`src/rtl/mux_rr_reg.sv`:
```
// mux_rr_reg: registered N-channel valid/ready multiplexer.
// Selects one producer per cycle, either the fixed channel S or by
// round-robin arbitration, and holds the word plus its source channel
// in a single output register that supports full-throughput replace.
module mux_rr_reg #(
  parameter  int unsigned N  = 4,
  parameter  int unsigned W  = 8,
  localparam int unsigned SW = $clog2(N)
) (
  input  logic            clk,
  input  logic            rst_n,
  input  logic            MODE,
  input  logic [SW-1:0]   S,
  input  logic [N*W-1:0]  D,
  input  logic [N-1:0]    D_VALID,
  output logic [N-1:0]    D_READY,
  output logic [W-1:0]    Y,
  output logic [SW-1:0]   Y_CH,
  output logic            Y_VALID,
  input  logic            Y_READY
);

  logic          grant_vld;
  logic [SW-1:0] grant_idx;
  logic [SW:0]   rr_sum;
  logic [W-1:0]  sel_data;
  logic          load_ok;
  logic          xfer_in;
  logic          xfer_out;

  logic [W-1:0]  y_q, y_d;
  logic [SW-1:0] ych_q, ych_d;
  logic          yv_q, yv_d;
  logic [SW-1:0] ptr_q, ptr_d;

  // Grant selection: fixed channel S, or first valid channel after PTR.
  always_comb begin
    grant_vld = 1'b0;
    grant_idx = '0;
    rr_sum    = '0;
    if (!MODE) begin
      // An S beyond N-1 matches no channel, so it yields no grant.
      for (int unsigned i = 0; i < N; i++) begin
        if (S == SW'(i) && D_VALID[i]) begin
          grant_vld = 1'b1;
          grant_idx = SW'(i);
        end
      end
    end else begin
      // Scan PTR+1 .. PTR+N with wrap; the one-bit-wider sum avoids overflow.
      for (int unsigned k = 1; k <= N; k++) begin
        rr_sum = {1'b0, ptr_q} + (SW+1)'(k);
        if (rr_sum >= (SW+1)'(N)) begin
          rr_sum = rr_sum - (SW+1)'(N);
        end
        if (!grant_vld && D_VALID[rr_sum[SW-1:0]]) begin
          grant_vld = 1'b1;
          grant_idx = rr_sum[SW-1:0];
        end
      end
    end
  end

  // Handshake qualification and data selection for the granted channel.
  always_comb begin
    load_ok  = !yv_q || Y_READY;
    xfer_in  = grant_vld && load_ok;
    xfer_out = yv_q && Y_READY;
    D_READY  = '0;
    sel_data = '0;
    for (int unsigned i = 0; i < N; i++) begin
      D_READY[i] = grant_vld && load_ok && (grant_idx == SW'(i));
      if (grant_idx == SW'(i)) begin
        sel_data = D[i*W +: W];
      end
    end
  end

  // Next-state for the output register and round-robin pointer.
  always_comb begin
    y_d   = y_q;
    ych_d = ych_q;
    yv_d  = yv_q;
    ptr_d = ptr_q;
    if (xfer_in) begin
      y_d   = sel_data;
      ych_d = grant_idx;
      yv_d  = 1'b1;
      if (MODE) begin
        ptr_d = grant_idx;
      end
    end else if (xfer_out) begin
      yv_d = 1'b0;
    end
  end

  // State registers with synchronous active-low reset.
  always_ff @(posedge clk) begin
    if (!rst_n) begin
      y_q   <= '0;
      ych_q <= '0;
      yv_q  <= 1'b0;
      ptr_q <= SW'(N-1);
    end else begin
      y_q   <= y_d;
      ych_q <= ych_d;
      yv_q  <= yv_d;
      ptr_q <= ptr_d;
    end
  end

  assign Y       = y_q;
  assign Y_CH    = ych_q;
  assign Y_VALID = yv_q;

endmodule

```
`config.mk`:
```
export PLATFORM = sky130hd
export DESIGN_NAME = mux_rr_reg
export DESIGN_NICKNAME = d
export VERILOG_FILES = /design/src/rtl/mux_rr_reg.sv
export SDC_FILE = /design/constraint.sdc
export NUM_CORES = 1
export LEC_CHECK = 0
export ABC_AREA = 1
export CAP_MARGIN = 20
export CORE_MARGIN = 4
export CORE_UTILIZATION = 40
export DETAILED_ROUTE_END_ITERATION = 7
export PLACE_DENSITY = 0.79
export SLEW_MARGIN = 10
export SYNTH_ARGS = -nofsm -noshare
export SYNTH_HDL_FRONTEND = slang
export SYNTH_SLANG_ARGS = --single-unit
```
`constraint.sdc`:
```
create_clock -name clk -period 2.22 [get_ports clk]
set_input_delay 0.222 -clock clk [delete_from_list [all_inputs] [get_ports clk]]
set_output_delay 0.222 -clock clk [all_outputs]
set_load 0.005 [all_outputs]
```
* After elaboration in Yosys (flattened, before gate mapping)
Index checks and enable logic that the tools add are counted.
Word-level totals: bits in registers 13, input bits 42, output and inout bits 15
Operators by class: add/sub/neg operators 8, magnitude comparators 8, equality and inequality tests 6, muxes and demuxes 42, reductions and logical operators 22
Operator list (count):
- 8-bit 2-to-1 mux | 4
- 2-bit 2-to-1 mux | 15
- 1-bit 2-to-1 mux | 19
- 1-bit logical AND | 13
- 3-bit >= comparator, second input constant | 4
- 2-bit by 3-bit < comparator with 1-bit output, second input constant | 4
- 1-bit binary-select mux with 2-bit select | 4
- 2-bit equality test, second input constant | 4
- 2-bit by 1-bit subtractor with 2-bit output, second input constant | 4
- 2-bit by 2-bit adder with 3-bit output, second input constant | 2
- 2-bit by 1-bit equality test with 1-bit output, second input constant | 2
- 1-bit zero test | 4
- 2-bit zero test | 2
- 2-bit by 1-bit adder with 3-bit output, second input constant | 1
- 2-bit by 3-bit adder with 3-bit output, second input constant | 1
- 2-bit AND reduction | 1
- 2-bit nonzero test | 1
- 1-bit logical OR | 1

* Longest topological paths before layout
Gate-level depths: netlist of the first run.
depth in word-level cells 25, mapped depth 17

* Worst setup path before layout of the first run
OpenSTA, ideal clock, no wires.
path kind reg2out, start point register ptr_q[0], end point output D_READY[0], arrival time 1513 ps, slack 485 ps, cell stages (with the launch flop) 14, buffers on the path 2, cell sequence dfxtp_1 buf_6 inv_8 nand2_1 nand2_2 nand2_2 nand2_4 nor2_1 nor2_1 nand2_2 nand3_4 nand2_4 buf_8 nor3_1
On the way: word-level cells in the longest chain between the ends 22
Ends and longest elaborated chain:
- start: declaration | line 34 | logic [SW-1:0] ptr_q, ptr_d;
- start signal: assignment | line 103 | ptr_q <= SW'(N-1);
- start signal: assignment | line 108 | ptr_q <= ptr_d;
- 2-bit by 1-bit adder with 3-bit output | line 52 | rr_sum = {1'b0, ptr_q} + (SW+1)'(k);
- 3-bit >= comparator or 2-bit by 1-bit subtractor with 2-bit output (tied branches) | line 53, 54
- 2-bit 2-to-1 mux | line 53 | if (rr_sum >= (SW+1)'(N)) begin
- 2-bit 2-to-1 mux | line 41 | if (!MODE) begin
- 1-bit binary-select mux with 2-bit select | line 56 | if (!grant_vld && D_VALID[rr_sum[SW-1:0]]) begin
- 1-bit 2-to-1 mux (not written as such) | line 56
- 1-bit 2-to-1 mux | line 56
- 1-bit 2-to-1 mux | line 41
- (+6 left out)
- 1-bit 2-to-1 mux | line 56
- 1-bit 2-to-1 mux | line 41
- 1-bit zero test | line 56
- 1-bit logical AND | line 56
- 2-bit 2-to-1 mux or 1-bit 2-to-1 mux (tied branches) | line 56
- 2-bit 2-to-1 mux or 1-bit 2-to-1 mux (tied branches) | line 41
- 2-bit zero test or 1-bit logical AND (tied branches) | line 72 | D_READY[i] = grant_vld && load_ok && (grant_idx == SW'(i));
- 1-bit logical AND (*) | line 72
- end: declaration | line 16 | output logic [N-1:0] D_READY,
Mark *: on every way between the ends. The rest lies on a longest branch, timed or not. The select of a mux whose other input is x is not followed.

* Worst setup path after layout of the first run
start point register ptr_q[0], end point output D_READY[2]
On the way: word-level cells in the longest chain between the ends 22
Ends and longest elaborated chain (line):
- 2-bit by 1-bit adder with 3-bit output | 52
- 3-bit >= comparator or 2-bit by 1-bit subtractor with 2-bit output (tied branches) | 53, 54
- 2-bit 2-to-1 mux | 53
- 2-bit 2-to-1 mux | 41
- 1-bit binary-select mux with 2-bit select | 56
- 1-bit 2-to-1 mux (not written as such) | 56
- 1-bit 2-to-1 mux | 56
- 1-bit 2-to-1 mux | 41
- (+6 left out)
- 1-bit 2-to-1 mux | 56
- 1-bit 2-to-1 mux | 41
- 1-bit zero test | 56
- 1-bit logical AND | 56
- 2-bit 2-to-1 mux or 1-bit 2-to-1 mux (tied branches) | 56
- 2-bit 2-to-1 mux or 1-bit 2-to-1 mux (tied branches) | 41
- 2-bit equality test or 1-bit logical AND (tied branches) | 72
- 1-bit logical AND (*) | 72
Marked as above.

==> summary.txt, run 1 <==
Status
  – Status: complete, no violations

Critical path
  – Top cell family by delay on the critical path: simple AND/OR/NAND/NOR gates
  – Reg2reg setup slack: 0.21 ns
  – Arrival @ worst endpoint: around 1.9 ns
  – WP depth: 14
  – FF-to-FF path depth: 18
  – Most numerous cell on the critical path: nand2_2
  – Worst Setup SP: ptr_q[0]
  – Worst path cell trace: buf_12, inv_8, nand2_2, nand2_2, nand2_2, nand2_4, nor2_4, nand3_2, nand2_2, nor2_2, nor2_4, nand2_2, nor2_2, clkbuf_2
  – CP required: 2.00 ns
  – Endpoint type of the worst setup path: output pin
  – CP max-delay cell: dfxtp_2
  – Setup Crit Path Kind: reg -> out
  – Crit path largest cell delay: between 0.3 and 0.4 ns
  – CP Capture Point: D_READY[2]
  – Crit-path max FO: 10
  – RR Endpoint: Y[6]
  – Reg2reg start: ptr_q[0]
  – Startpoint types: register
  – WP buf/inv: 3

Run
  – Max cap viols: 0

Detailed routing
  – Vias: 1424
  – Initial DRC Count: between 50 and 60
  – TritonRoute pass-1 iters: 4
  – Routed Antenna Nets: 0
  – Post-Route WL: roughly 3.5 mm
  – Drt wl/cell: 12.07 um
  – Via density: roughly 4.8
  – DRC violations left: 0

Final layout
  – Area growth, synth to finish: 60.82%
  – Final Non-Filler Cells: roughly 290
  – Commonest non-fill, non-tap cell in the layout: clkdlybuf4s50_1
  – Fin nets: just over 300
  – Fraction of layout cells with a size suffix above 1: 0.2776
  – # diodes: 0
  – Most frequent cells in the layout: 52 x clkdlybuf4s50_1, 45 x nand2_1, 21 x nand3_1
  – Fin util: 0.6900
  – Post-layout instance area: around 0.0020 mm^2

Power
  – Clock power share: 0.139
  – Maximum VDD drop: 0.0003209 V
  – Pwr dens: 571.4 mW/mm^2
  – Power, Total: roughly 1.1 mW
  – Pleak: between 0.9 and 1 nW
  – Combinational power share: 0.602
  – Cell-internal power: 0.6634 mW
  – P_sw: approximately 0.45 mW
  – Sequential share of power: 0.259
  – Sw frac: 0.4052

STA
  – Final Critical Period: between 2 and 2.5 ns
  – Unrepaired setup endpoints after global routing: yes
  – Setup ws final: slightly below 0.1 ns
  – Setup TNS: 0 ns
  – Max Transition Viols Final: 0
  – Final period util: 0.9552
  – Hold slack: between 0.4 and 0.5 ns
  – Pin slew with the least headroom to its limit: around 0.41 ns
  – Rel. slew slack: 0.7241
  – Setup-failing EPs final: 0
  – Fmax: between 0.4 and 0.5 GHz
  – Final Skew: 0.0003813 ns
  – Hold Vio Cnt, Final: 0

Floorplan
  – Ports: 57
  – Core area: around 0.0028 mm^2
  – Die area: approximately 0.0040 mm^2
  – Initial Util: 0.4290
  – Die height: 63.09 um
  – Row count: 19
  – Chip width: around 63 um

Placed design
  – Detailed placement HPWL: 2.908 mm
  – Placed insts: 289
  – Pre-CTS setup slack: -0.2627 ns
  – GPL Wtd Cong: 0.7951
  – Placed Instance Area: around 0.0019 mm^2
  – I/O Buffers: 56

Synthesis
  – Sequential share of the synthesized area: 0.2144
  – Post-synth cell types: 25
  – Seq cells post-synth: 13
  – Synthesized Nets: 231
  – Syn Inst Count: roughly 190
  – Yosys warns: 0
  – Syn avg cell area: about 6.4 um^2
  – Cell area after synthesis: between 0.001 and 0.0015 mm^2

Clocking
  – Cts hold-fix bufs: 0
  – Clock latency on the worst-skew pair: 0.27 ns
  – CTS buffer count: 3
  – CTS Root Buffer Type: clkbuf_4
  – Clock buffer depth: 2
  – H-tree levels: 1
  – CTS tree: yes
  – Clk sinks: 13
  – Clk slew on worst S/H paths: approximately 0.09 ns

GRT
  – First-pass GRT wire length: 5.871 mm
  – GRT Util Overall: 0.1806
  – Pin count of the biggest net entering global routing: 16
  – Residual overflow from global routing: 0
  – Vias in the first global route: 1312
  – Antenna violations before repair: 0

Hold path
  – Hold/Removal Path Class: reg -> reg
## cells in the mapped netlist, drive strengths merged
cell type   n  area (um^2)
nand3      27        167.7
nand4       4        25.02
a21oi       7        42.54
nor2       23        113.9
o211ai      1        7.510
o221ai      1        8.760
dfxtp      13        260.3
nor3        3        15.01
inv        23        93.84
nand2      66        330.3
buf         4        48.79
a31o        1        8.760
o21ai      16        91.34
## kinds of logic (layout without fill, tap and decap cells)
kind of cell           Yosys count  in the layout  synth area share
and+or+nand+nor                123            123            0.5371
buffers and inverters           27            101            0.1175
AOI/OAI and AO/OA               26             26            0.1309
DFF                             13             13            0.2144
## per-layer routing
layer / routed length (um) / vias to the layer above / track usage
met5: 0 / - / 0
met4: 51 / 0 / 0.05234
met3: 187 / 4 / 0.03375
met2: 1747 / 38 / 0.3149
met1: 1561 / 614 / 0.2243
li1: - / 768 / -
## area by class of cell
| class | instances | area [um^2] |
|---|---|---|
| multi-input combinational | 149 | 842.1 |
| timing repair buffer | 74 | 688.2 |
| clock buffer | 4 | 26.28 |
| fill | 247 | 877.1 |
| inverter | 23 | 93.84 |
| sequential | 13 | 262.8 |
| tap | 31 | 38.79 |
## worst reg2reg max path, delay by kind of cell, from the launching register on
kind	cells	cell delay, ns
DFF	1	0.35
and+or+nand+nor	14	1.14
buffers and inverters	4	0.43
## how the worst min path moves through the flow
stage	endpoint	start	depth (start not counted)	slack [ns]
floorplan	ptr_q[1]	rst_n	1	0.30
global placement	Y[0]	Y[0]	2	0.45
detailed placement	Y[0]	Y[0]	2	0.46
CTS	Y[0]	Y[0]	2	0.47
global route	Y_CH[1]	Y_CH[1]	2	0.51
finish	Y[0]	Y[0]	2	0.47
## sequential cells by signal, summed over array words and instances, names as in the netlist
signal,cells
Y,8
Y_CH,2
Y_VALID,1
ptr_q,2
## power by group through the flow
stage	combinational, mW	sequential (mW)	clock (mW)
CTS	0.657	0.289	0.158
global placement	0.647	0.293	0
detailed placement	0.654	0.294	0
global route	0.741	0.295	0.173
finish	0.672	0.289	0.155
floorplan	0.387	0.296	0
## what timing repair did
action                     CTS  global route
setup endpoints to repair    4            10
pin swaps                    2             3
resized for setup            9            16
buffers inserted             1             0
(Power assumes the default switching activity.)
==> run 2, diff against run 1 <==
CORE_UTILIZATION = 33   (was 40)
PLACE_DENSITY = 0.68   (was 0.79)
SKIP_CTS_REPAIR_TIMING = 1   (was not set)
==> run 2 against run 1 <==
Clock-buffer cell count unchanged. Die area up 18%. Fmax up 1.2%. Hold slack worse by 0.0083 ns. Critical path type unchanged. Global-route usage down 1.7 points. Critical endpoint is now D_READY[3]. Largest cell class unchanged.
==> summary.txt, run 2 (synthesis gave the netlist of run 1 again) <==
STA
  – Fmax: 0.4771 GHz (+1.2%)
  – Max Transition Viols Final: 0 (unchanged)
  – Final Critical Period: 2.096 ns (-0.02469 ns)
  – Pin slew with the least headroom to its limit: 0.4436 ns (+0.03412 ns)
  – Unrepaired setup endpoints after global routing: yes
  – Hold Vio Cnt, Final: 0 (unchanged)
  – Final period util: 0.9441 (-0.01112)
  – Setup-failing EPs final: 0 (unchanged)
  – Final Skew: 0.0005755 ns (+0.0001942 ns)
  – Rel. slew slack: 0.7023 (-0.02185)

Final layout
  – Area of the multi-input gates: 878.3 um^2 (+4.3%)
  – Fraction of layout cells with a size suffix above 1: 0.3200 (+0.04243)
  – Fin nets: 318 (+3.9%)
  – Largest register FFs: 8 (unchanged)
  – Commonest non-fill, non-tap cell in the layout: clkdlybuf4s50_1
  – Most frequent cells in the layout: 49 x clkdlybuf4s50_1, 44 x nand2_1, 28 x buf_4
  – # diodes: 0 (unchanged)
  – Fin util: 0.6176 (-0.07237)
  – Register area: 262.8 um^2 (unchanged)
  – Area growth, synth to finish: 75.15%
  – Layout fillers: 313 (+27%)
  – Post-layout instance area: 0.002126 mm^2 (+8.9%)

Detailed routing
  – Post-Route WL: 3.791 mm (+6.8%)
  – Initial DRC Count: 87 (+71%)
  – DRC violations left: 0 (unchanged)
  – Vias: 1493 (+4.8%)
  – Routed Antenna Nets: 0 (unchanged)
  – TritonRoute pass-1 iters: 4 (unchanged)
  – Via density: 4.651 (-4.0%)
  – Drt wl/cell: 11.81 um (-2.1%)

Floorplan
  – Die height: 68.65 um (+8.8%)
  – Initial Util: 0.3526 (-0.07641)
  – Ports: 57 (unchanged)
  – Core area: 0.003442 mm^2 (+22%)
  – Chip width: 68.65 um (+8.8%)
  – Row count: 21 (+2)
  – Die area: 0.004712 mm^2 (+18%)

Clocking
  – H-tree levels: 1 (unchanged)
  – Clk sinks: 13 (unchanged)
  – Clk slew on worst S/H paths: 0.05 ns (-0.04 ns)
  – Clock latency on the worst-skew pair: 0.23 ns (-0.04 ns)
  – CTS tree: yes
  – Clock buffer depth: 2 (unchanged)
  – CTS buffer count: 3 (unchanged)
  – CTS Root Buffer Type: clkbuf_8

Hold path
  – Hold/Removal Path Class: reg -> reg

Critical path
  – Arrival @ worst endpoint: 1.87 ns (-0.03 ns)
  – Reg2reg setup slack: 0.18 ns (-0.03 ns)
  – Crit-path max FO: 9 (-1)
  – Setup Crit Path Kind: reg -> out
  – Startpoint types: register
  – Endpoint type of the worst setup path: output pin
  – CP required: 2.00 ns (about the same)

GRT
  – First-pass GRT wire length: 6.037 mm (+2.8%)
  – Residual overflow from global routing: 0 (unchanged)
  – Pin count of the biggest net entering global routing: 16 (unchanged)
  – GRT Util Overall: 0.1632 (-0.01736)
  – Antenna violations before repair: 0 (unchanged)
  – Vias in the first global route: 1348 (+2.7%)

Status
  – Status: complete, no violations

Power
  – Maximum VDD drop: 0.0003411 V (+6.3%)
  – Pleak: 1.016 nW (+12%)
  – Power, Total: 1.220 mW (+9.4%)
  – Pwr dens: 574.1 mW/mm^2 (+0.46%)

Placed design
  – GPL Wtd Cong: 0.9217 (+16%)
  – Placed Instance Area: 0.001993 mm^2 (+4.7%)
  – I/O Buffers: 56 (unchanged)
  – Detailed placement HPWL: 3.137 mm (+7.9%)

Run
  – Max cap viols: 0 (unchanged)
-- run 2: per-stage QoR --
step           setup TNS, ns  hold WS [ns]  std cells  setup WS, ns
2_1_floorplan              0        0.3006        189        0.4852
3_3_place_gp          -1.813        0.4544        315       -0.4423
3_5_place_dp          -2.092        0.4546        315       -0.3791
4_1_cts               -1.334        0.4635        319       -0.4018
5_1_grt             -0.08460        0.4938        321      -0.03007
6_report                   0        0.4612        321        0.1241
-- run 2: area by class of cell --
| type | instances | area share |
|---|---|---|
| Multi-Input combinational cell | 149 | 0.4132 |
| Tap cell | 46 | 0.02707 |
| Timing Repair Buffer | 86 | 0.3708 |
| Clock buffer | 4 | 0.02119 |
| Sequential cell | 13 | 0.1236 |
| Inverter | 23 | 0.04414 |
-- run 2: worst paths after layout --
kind / startpoint / to / cells past startpoint
max: ptr_q[0] / D_READY[3] / 14
min: Y[0] / Y[0] / 2
max reg2reg: ptr_q[0] / Y[7] / 17
min reg2reg: Y[0] / Y[0] / 2
-- run 2: worst max-delay path, cell delays in order, from the launching register on --
cell and delay, ns:
dfxtp_2 0.32, buf_4 0.15, inv_8 0.08, nand2_4 0.05, nand2_2 0.06, inv_1 0.06
buf_4 0.13, nor2_4 0.07, nand3_2 0.08, nand2_2 0.07, nor2_2 0.05, nor2_4 0.18
nand2_2 0.09, nor2_2 0.12, buf_2 0.12
-- run 2: power by group --
part	total [mW]	internal, mW	switching, mW
clock network	0.204	0.126	0.0778
logic	0.726	0.358	0.368
registers	0.290	0.271	0.0190
total	1.22	0.755	0.465
-- run 2: metal layers --
metal / up-vias / part of all wire / GRT usage / routed length, um
li1: 790 / - / - / -
met1: 667 / 0.47 / 0.2417 / 1784
met2: 32 / 0.46 / 0.2563 / 1755
met3: 4 / 0.056 / 0.02107 / 212
met4: 0 / 0.010 / 0.01985 / 39
met5: - / 0 / 0 / 0
==> run 3, diff against run 2 <==
CTS_CLUSTER_DIAMETER = 200   (was not set)
==> results of run 3 <==
Same layout as run 2: the final DEF is identical, and so are final timing and power.
